--- config.mk ---
export PLATFORM = sky130hd
export DESIGN_NAME = buffer_sequencer
export DESIGN_NICKNAME = d
export VERILOG_FILES = /design/src/rtl/buffer_seq_pkg.sv /design/src/rtl/rr_arb2.sv /design/src/rtl/buffer_sequencer.sv
export SDC_FILE = /design/constraint.sdc
export NUM_CORES = 1
export LEC_CHECK = 0
export CAP_MARGIN = 20
export CORE_AREA = 2 2 40 57
export CTS_BUF_LIST = sky130_fd_sc_hd__clkbuf_16
export DETAILED_ROUTE_END_ITERATION = 7
export DIE_AREA = 0 0 42 59
export PLACE_DENSITY_LB_ADDON = 0.2
export RECOVER_POWER = 50
export SLEW_MARGIN = 5
export SYNTH_ARGS = -nofsm -noshare
export SYNTH_HDL_FRONTEND = slang
export SYNTH_SLANG_ARGS = --single-unit
export TNS_END_PERCENT = 5
--- constraint.sdc ---
create_clock -name clk -period 4.75 [get_ports clk]
set_clock_uncertainty 0.1 [all_clocks]
set_input_delay 0.475 -clock clk [delete_from_list [all_inputs] [get_ports clk]]
set_output_delay 0.475 -clock clk [all_outputs]
set_load 0.05 [all_outputs]
--- src/rtl/buffer_seq_pkg.sv ---
// Shared definitions for the buffer sequencer: default sizes, state encoding and
// the request/grant bit positions used by the round-robin arbiter.
package buffer_seq_pkg;

  localparam int unsigned CapacityDefault = 1024;
  localparam int unsigned CntWDefault     = 11;

  localparam logic [1:0] StIdle     = 2'd0;
  localparam logic [1:0] StRecord   = 2'd1;
  localparam logic [1:0] StTransmit = 2'd2;
  localparam logic [1:0] StDone     = 2'd3;

  // Bit positions within the two-bit request and grant vectors.
  localparam int unsigned GntRec = 0;
  localparam int unsigned GntTx  = 1;

endpackage

--- src/rtl/rr_arb2.sv ---
// Two-requester round-robin arbiter. On a tie the requester not granted last wins;
// the last-grant flag resets to "record", so transmit wins the first tie.
module rr_arb2
  import buffer_seq_pkg::*;
(
  input  logic       clk,
  input  logic       rst,
  input  logic [1:0] req,
  input  logic       en,
  output logic [1:0] grant
);

  logic last_tx_q;

  always_comb begin
    grant = req;
    if (req == 2'b11) begin
      grant = 2'b00;
      if (last_tx_q) begin
        grant[GntRec] = 1'b1;
      end else begin
        grant[GntTx] = 1'b1;
      end
    end
  end

  // The flag only moves when the grant is actually taken.
  always_ff @(posedge clk) begin
    if (rst) begin
      last_tx_q <= 1'b0;
    end else if (en && (grant != 2'b00)) begin
      last_tx_q <= grant[GntTx];
    end
  end

endmodule

--- src/rtl/buffer_sequencer.sv ---
// Sequences record and transmit phases of an external bit buffer between two
// requesters, driving the buffer's record and output-advance enables.
module buffer_sequencer
  import buffer_seq_pkg::*;
#(
  parameter int unsigned CAPACITY = CapacityDefault,
  parameter int unsigned CNT_W    = CntWDefault
) (
  input  logic             clk,
  input  logic             rst,
  input  logic             rec_req,
  input  logic             tx_req,
  input  logic             abort,
  input  logic [CNT_W-1:0] bits_used,
  input  logic             tx_ready,
  output logic             record_bits,
  output logic             output_bits,
  output logic             tx_valid,
  output logic             busy,
  output logic             full,
  output logic             empty,
  output logic             frame_done,
  output logic [CNT_W-1:0] tx_count
);

  localparam logic [CNT_W-1:0] CapBits = CNT_W'(CAPACITY);
  localparam logic [CNT_W-1:0] OneBit  = CNT_W'(1);

  logic [1:0]       state_q, state_d;
  logic [CNT_W-1:0] tx_count_q, tx_count_d;
  logic [1:0]       req, grant;
  logic             grant_en;

  // Overfilled buffers count as full.
  assign full  = (bits_used >= CapBits);
  assign empty = (bits_used == '0);

  assign req[GntTx]  = tx_req && !empty;
  assign req[GntRec] = rec_req && !full;
  assign grant_en    = (state_q == StIdle) && !rst;

  rr_arb2 u_arb (
    .clk   (clk),
    .rst   (rst),
    .req   (req),
    .en    (grant_en),
    .grant (grant)
  );

  // Outputs are forced low while reset is held so nothing leaks out mid-reset.
  always_comb begin
    record_bits = 1'b0;
    output_bits = 1'b0;
    tx_valid    = 1'b0;
    busy        = 1'b0;
    frame_done  = 1'b0;
    if (!rst) begin
      busy = (state_q != StIdle);
      case (state_q)
        StRecord: record_bits = rec_req && !full && !abort;
        StTransmit: begin
          tx_valid    = !empty;
          output_bits = tx_ready && !empty && !abort;
        end
        StDone:  frame_done = 1'b1;
        default: ;
      endcase
    end
  end

  always_comb begin
    state_d    = state_q;
    tx_count_d = tx_count_q;
    case (state_q)
      StIdle: begin
        if (grant[GntTx]) begin
          state_d    = StTransmit;
          tx_count_d = '0;
        end else if (grant[GntRec]) begin
          state_d = StRecord;
        end
      end
      StRecord: begin
        if (!rec_req || full || abort) begin
          state_d = StIdle;
        end
      end
      StTransmit: begin
        if (output_bits) begin
          tx_count_d = tx_count_q + OneBit;
        end
        // Abort leaves the count as-is and skips the completion pulse.
        if (abort) begin
          state_d = StIdle;
        end else if ((output_bits && (bits_used == OneBit)) || empty) begin
          state_d = StDone;
        end
      end
      StDone:  state_d = StIdle;
      default: state_d = StIdle;
    endcase
  end

  always_ff @(posedge clk) begin
    if (rst) begin
      state_q    <= StIdle;
      tx_count_q <= '0;
    end else begin
      state_q    <= state_d;
      tx_count_q <= tx_count_d;
    end
  end

  assign tx_count = tx_count_q;

endmodule

==> results.md <==
- IO buf count: 34
- Pin count of the biggest net entering global routing: 14
- Slew at the pin closest to its max-slew limit: 0.560 ns
- Number of antenna repair diodes: 0
- TritonCTS clock tree: yes
- Maximum frequency from static timing analysis: 247 MHz
- Reg-to-reg setup timing slack: 2.39 ns
- Global-route wire length before repair: 3710 um
- Number of sinks driven by the clock tree: 14
- R2r startpoint: state_q[1]$_SDFFE_PP0P_
- Proportion of synthesized area in mux cells: 0%
- Via count: 943
- PD cells: 270 nW/um2
- Core Area: 1930 um2
- Dominant combinational cell family by area after synthesis: simple AND/OR/NAND/NOR gates
- Die width: 42 um
- Critical Path, Cell by Cell: dlygate4sd3_1, or4_1, or4_1, or2_0, inv_2, clkdlybuf4s50_1
- Yosys warnings: 0
- Most frequent cells in the layout: 20 x sky130_fd_sc_hd__clkdlybuf4s50_1, 15 x sky130_fd_sc_hd__a21oi_1, 14 x sky130_fd_sc_hd__dlygate4sd3_1, 14 x sky130_fd_sc_hd__dfxtp_1, 12 x sky130_fd_sc_hd__nor2_1
- Wire per inst: 13.6 um
- Placement Setup Slack: 0.840 ns
- Top cell type by total area after synthesis: sky130_fd_sc_hd__dfxtp_1
- Number of buffers added to fix hold violations after cts: 0
- Placer's final routability congestion estimate: 0.876
- Crit path top cell by count: sky130_fd_sc_hd__or4_1
- Crit share post-route: 85.4%
- Final Hold Fails: 0
- Arithmetic-cell share of the synthesized area counting full adders, half adders and majority gates: 1.49%
- DRC: 0
- Max transition margin: 62.3%
- DR vias/cell: 5.79
- Share of the yosys chip area belonging to registers: 33.5%
- Family with the most delay on the worst path: buffers and inverters
- Avg Cell Area, Syn: 7.75 um2
- End of the worst register-to-register path: tx_count[7]$_SDFFE_PP0P_
- Worst path setup slack after routing: 0.696 ns
- Capturing element of the worst setup path: empty
- Critical Path AT: 3.48 ns
- Commonest register cell after synthesis: sky130_fd_sc_hd__dfxtp_1
- Initial antenna violation count: 0
- CTS H-tree depth: 1
- Stages on the worst setup path: 6
- Final hold slack: 0.382 ns
- Largest stage delay, worst path: 0.81 ns
- CP required: 4.18 ns
- TritonCTS Buffers: 3
- Final Setup Violations: 0
- Total I/O pin count: 35
- Post-Synth XOR/XNOR Area: 3.14%
- Net count of the mapped netlist: 126
- Die Ht: 59 um
- Yosys reg bits: 14
- Cells after Synth: 108
- Count of routing violations after the opening detailed-route iteration: 21
- Post-synth cell types: 36
- Max-slew violations: 0
- Critical Path Fanout Max: 7
- Type of origin of the critical path: input pin
- Global route total overflow: 0
- Number of global-route vias before repair: 930
- Post-Synth Simple-Gate Area: 34.2%
- RSZ-0062 raised after global routing: no
- Leak: 0.486 nW
- DP HPWL: 1700 um
- Leading cell type in the layout, fill and taps excluded: sky130_fd_sc_hd__clkdlybuf4s50_1
- Total setup buffers inserted after CTS: 0
- Largest cells by area after synthesis: sky130_fd_sc_hd__dfxtp_1 33%, sky130_fd_sc_hd__a21oi_1 9.0%, sky130_fd_sc_hd__nor2_1 5.4%, sky130_fd_sc_hd__or3_1 4.5%, sky130_fd_sc_hd__o21ai_0 4.2%
- Total of max-cap violations: 0
- Clock transition time at the flip-flop clock pins of the worst setup and hold paths: 0.04 ns
- Number of nets with antenna violations after detailed routing: 0
- Fill cell total of the finished layout: 159
- TritonRoute pass-1 iters: 4
- Starting density of the core: 43.5%
- Asr flop ratio synth: 0%
- Number of flops mapped to enable cells by yosys: 0
- Worst min-delay path class: register to register
- Placement row count: 19
- Path type of the worst setup path: input pin to output port
- Largest buffer count on any clock path: 2
- Peak supply drop: 0.173 mV
- Placed instance count: 159
- Setup TNS: 0 ns
- Fin nets: 161
- Launching element of the worst setup path: bits_used[3]
- Share of final-layout standard cells stronger than drive strength 1: 4.93%
- Final core utilization: 65.4%
- Tmin final: 4.05 ns
- Portion of synthesized cell area occupied by the leading cell type: 33.5%
- Post-Syn Area: 837 um2
- Root Driver: sky130_fd_sc_hd__clkbuf_16
- Worst r2r path cells: 5
- Die ar.: 2480 um2
- Hold Crit Start: tx_count[10]$_SDFFE_PP0P_
- Buffers and inverters on the worst path: 3
- Clock latency reported for the late side of the worst-skew pair: 0.24 ns
- Crit. End Element: output port
- Crit path max-delay cell type: sky130_fd_sc_hd__clkdlybuf4s50_1
- Post-route insts no fill: 163
- Detailed Route WL: 2210 um
- Gates resized, CTS repair: 0
- Synthesis-to-finish area growth: 50.4%
- Total routing resource utilization after global routing: 19.3%
- Area fraction in compound gates after synthesis: 23.9%
- Outcome: complete, no violations
==> worst reg2reg max path, stage by stage, from the launching register on <==
cell and delay [ns]:
sky130_fd_sc_hd__dfxtp_1 0.43, sky130_fd_sc_hd__or3b_1 0.46, sky130_fd_sc_hd__o22ai_1 0.39, sky130_fd_sc_hd__o21ai_0 0.33, sky130_fd_sc_hd__or3_1 0.43, sky130_fd_sc_hd__a21oi_1 0.15
==> cells in the mapped netlist, types with 2 or more instances <==
cell / instances
sky130_fd_sc_hd__nor3_1: 2
sky130_fd_sc_hd__or3_1: 6
sky130_fd_sc_hd__and2_1: 2
sky130_fd_sc_hd__or4_1: 4
sky130_fd_sc_hd__nor2_1: 12
sky130_fd_sc_hd__xor2_1: 3
sky130_fd_sc_hd__a21oi_1: 15
sky130_fd_sc_hd__and3_1: 3
sky130_fd_sc_hd__o211ai_1: 2
sky130_fd_sc_hd__clkbuf_1: 2
sky130_fd_sc_hd__a31oi_1: 2
sky130_fd_sc_hd__nand2_1: 7
sky130_fd_sc_hd__nand2b_1: 3
sky130_fd_sc_hd__o2111ai_1: 2
sky130_fd_sc_hd__nor2b_1: 2
sky130_fd_sc_hd__o21ai_0: 7
sky130_fd_sc_hd__and3b_1: 2
sky130_fd_sc_hd__dfxtp_1: 14
==> flip-flops by register name, indices dropped and copies added, names as in the netlist <==
name / count
tx_count: 11
state_q: 2
u_arb.last_tx_q: 1
==> worst min-delay path by stage <==
stage	endpoint	slack, ns	depth (start not counted)
floorplan	state_q[1]$_SDFFE_PP0P_	0.41	1
global placement	tx_count[10]$_SDFFE_PP0P_	0.37	2
detailed placement	tx_count[1]$_SDFFE_PP0P_	0.38	2
CTS	tx_count[1]$_SDFFE_PP0P_	0.39	2
global route	tx_count[1]$_SDFFE_PP0P_	0.42	2
finish	tx_count[10]$_SDFFE_PP0P_	0.38	2
==> power breakdown <==
group | internal [mW] | switching [mW]
clock network | 0.111 | 0.0461
logic | 0.0262 | 0.0309
registers | 0.121 | 0.00431
total | 0.258 | 0.0814
==> per-stage QoR <==
stage          power (mW)  cell area [um2]
6_report            0.340             1260
3_3_place_gp        0.184             1180
3_5_place_dp        0.185             1180
4_1_cts             0.342             1260
2_1_floorplan       0.160              837
5_1_grt             0.353             1260
==> kinds of logic (layout without fill, tap and decap cells) <==
logic type	after synthesis	count (layout)
buffers and inverters	6	40
adder cells (fa/ha/maj)	1	1
flip-flops	14	14
XOR/XNOR	3	3
AND/OR/NAND/NOR	51	51
AO/OA/AOI/OAI	33	33
==> routing by layer <==
layer	vias to the layer above	routed length (um)	part of all wire [%]	track usage (%)
met5	-	0	0	0
li1	467	-	-	-
met2	38	1170	53	36.8
met1	429	868	39	19.9
met4	0	65	2.9	12.0
met3	9	108	4.9	2.13
==> area by class of cell <==
cell class / count / area, um2 / share of cell area (%)
Multi-Input combinational cell: 88 / 526 / 41.7
Timing Repair Buffer: 34 / 340 / 27.0
Sequential cell: 14 / 280 / 22.3
Clock buffer: 3 / 75.1 / 5.96
Tap cell: 21 / 26.3 / 2.09
Inverter: 2 / 7.51 / 0.596
Clock inverter: 1 / 3.75 / 0.298
Power figures use the tool's default switching activity.
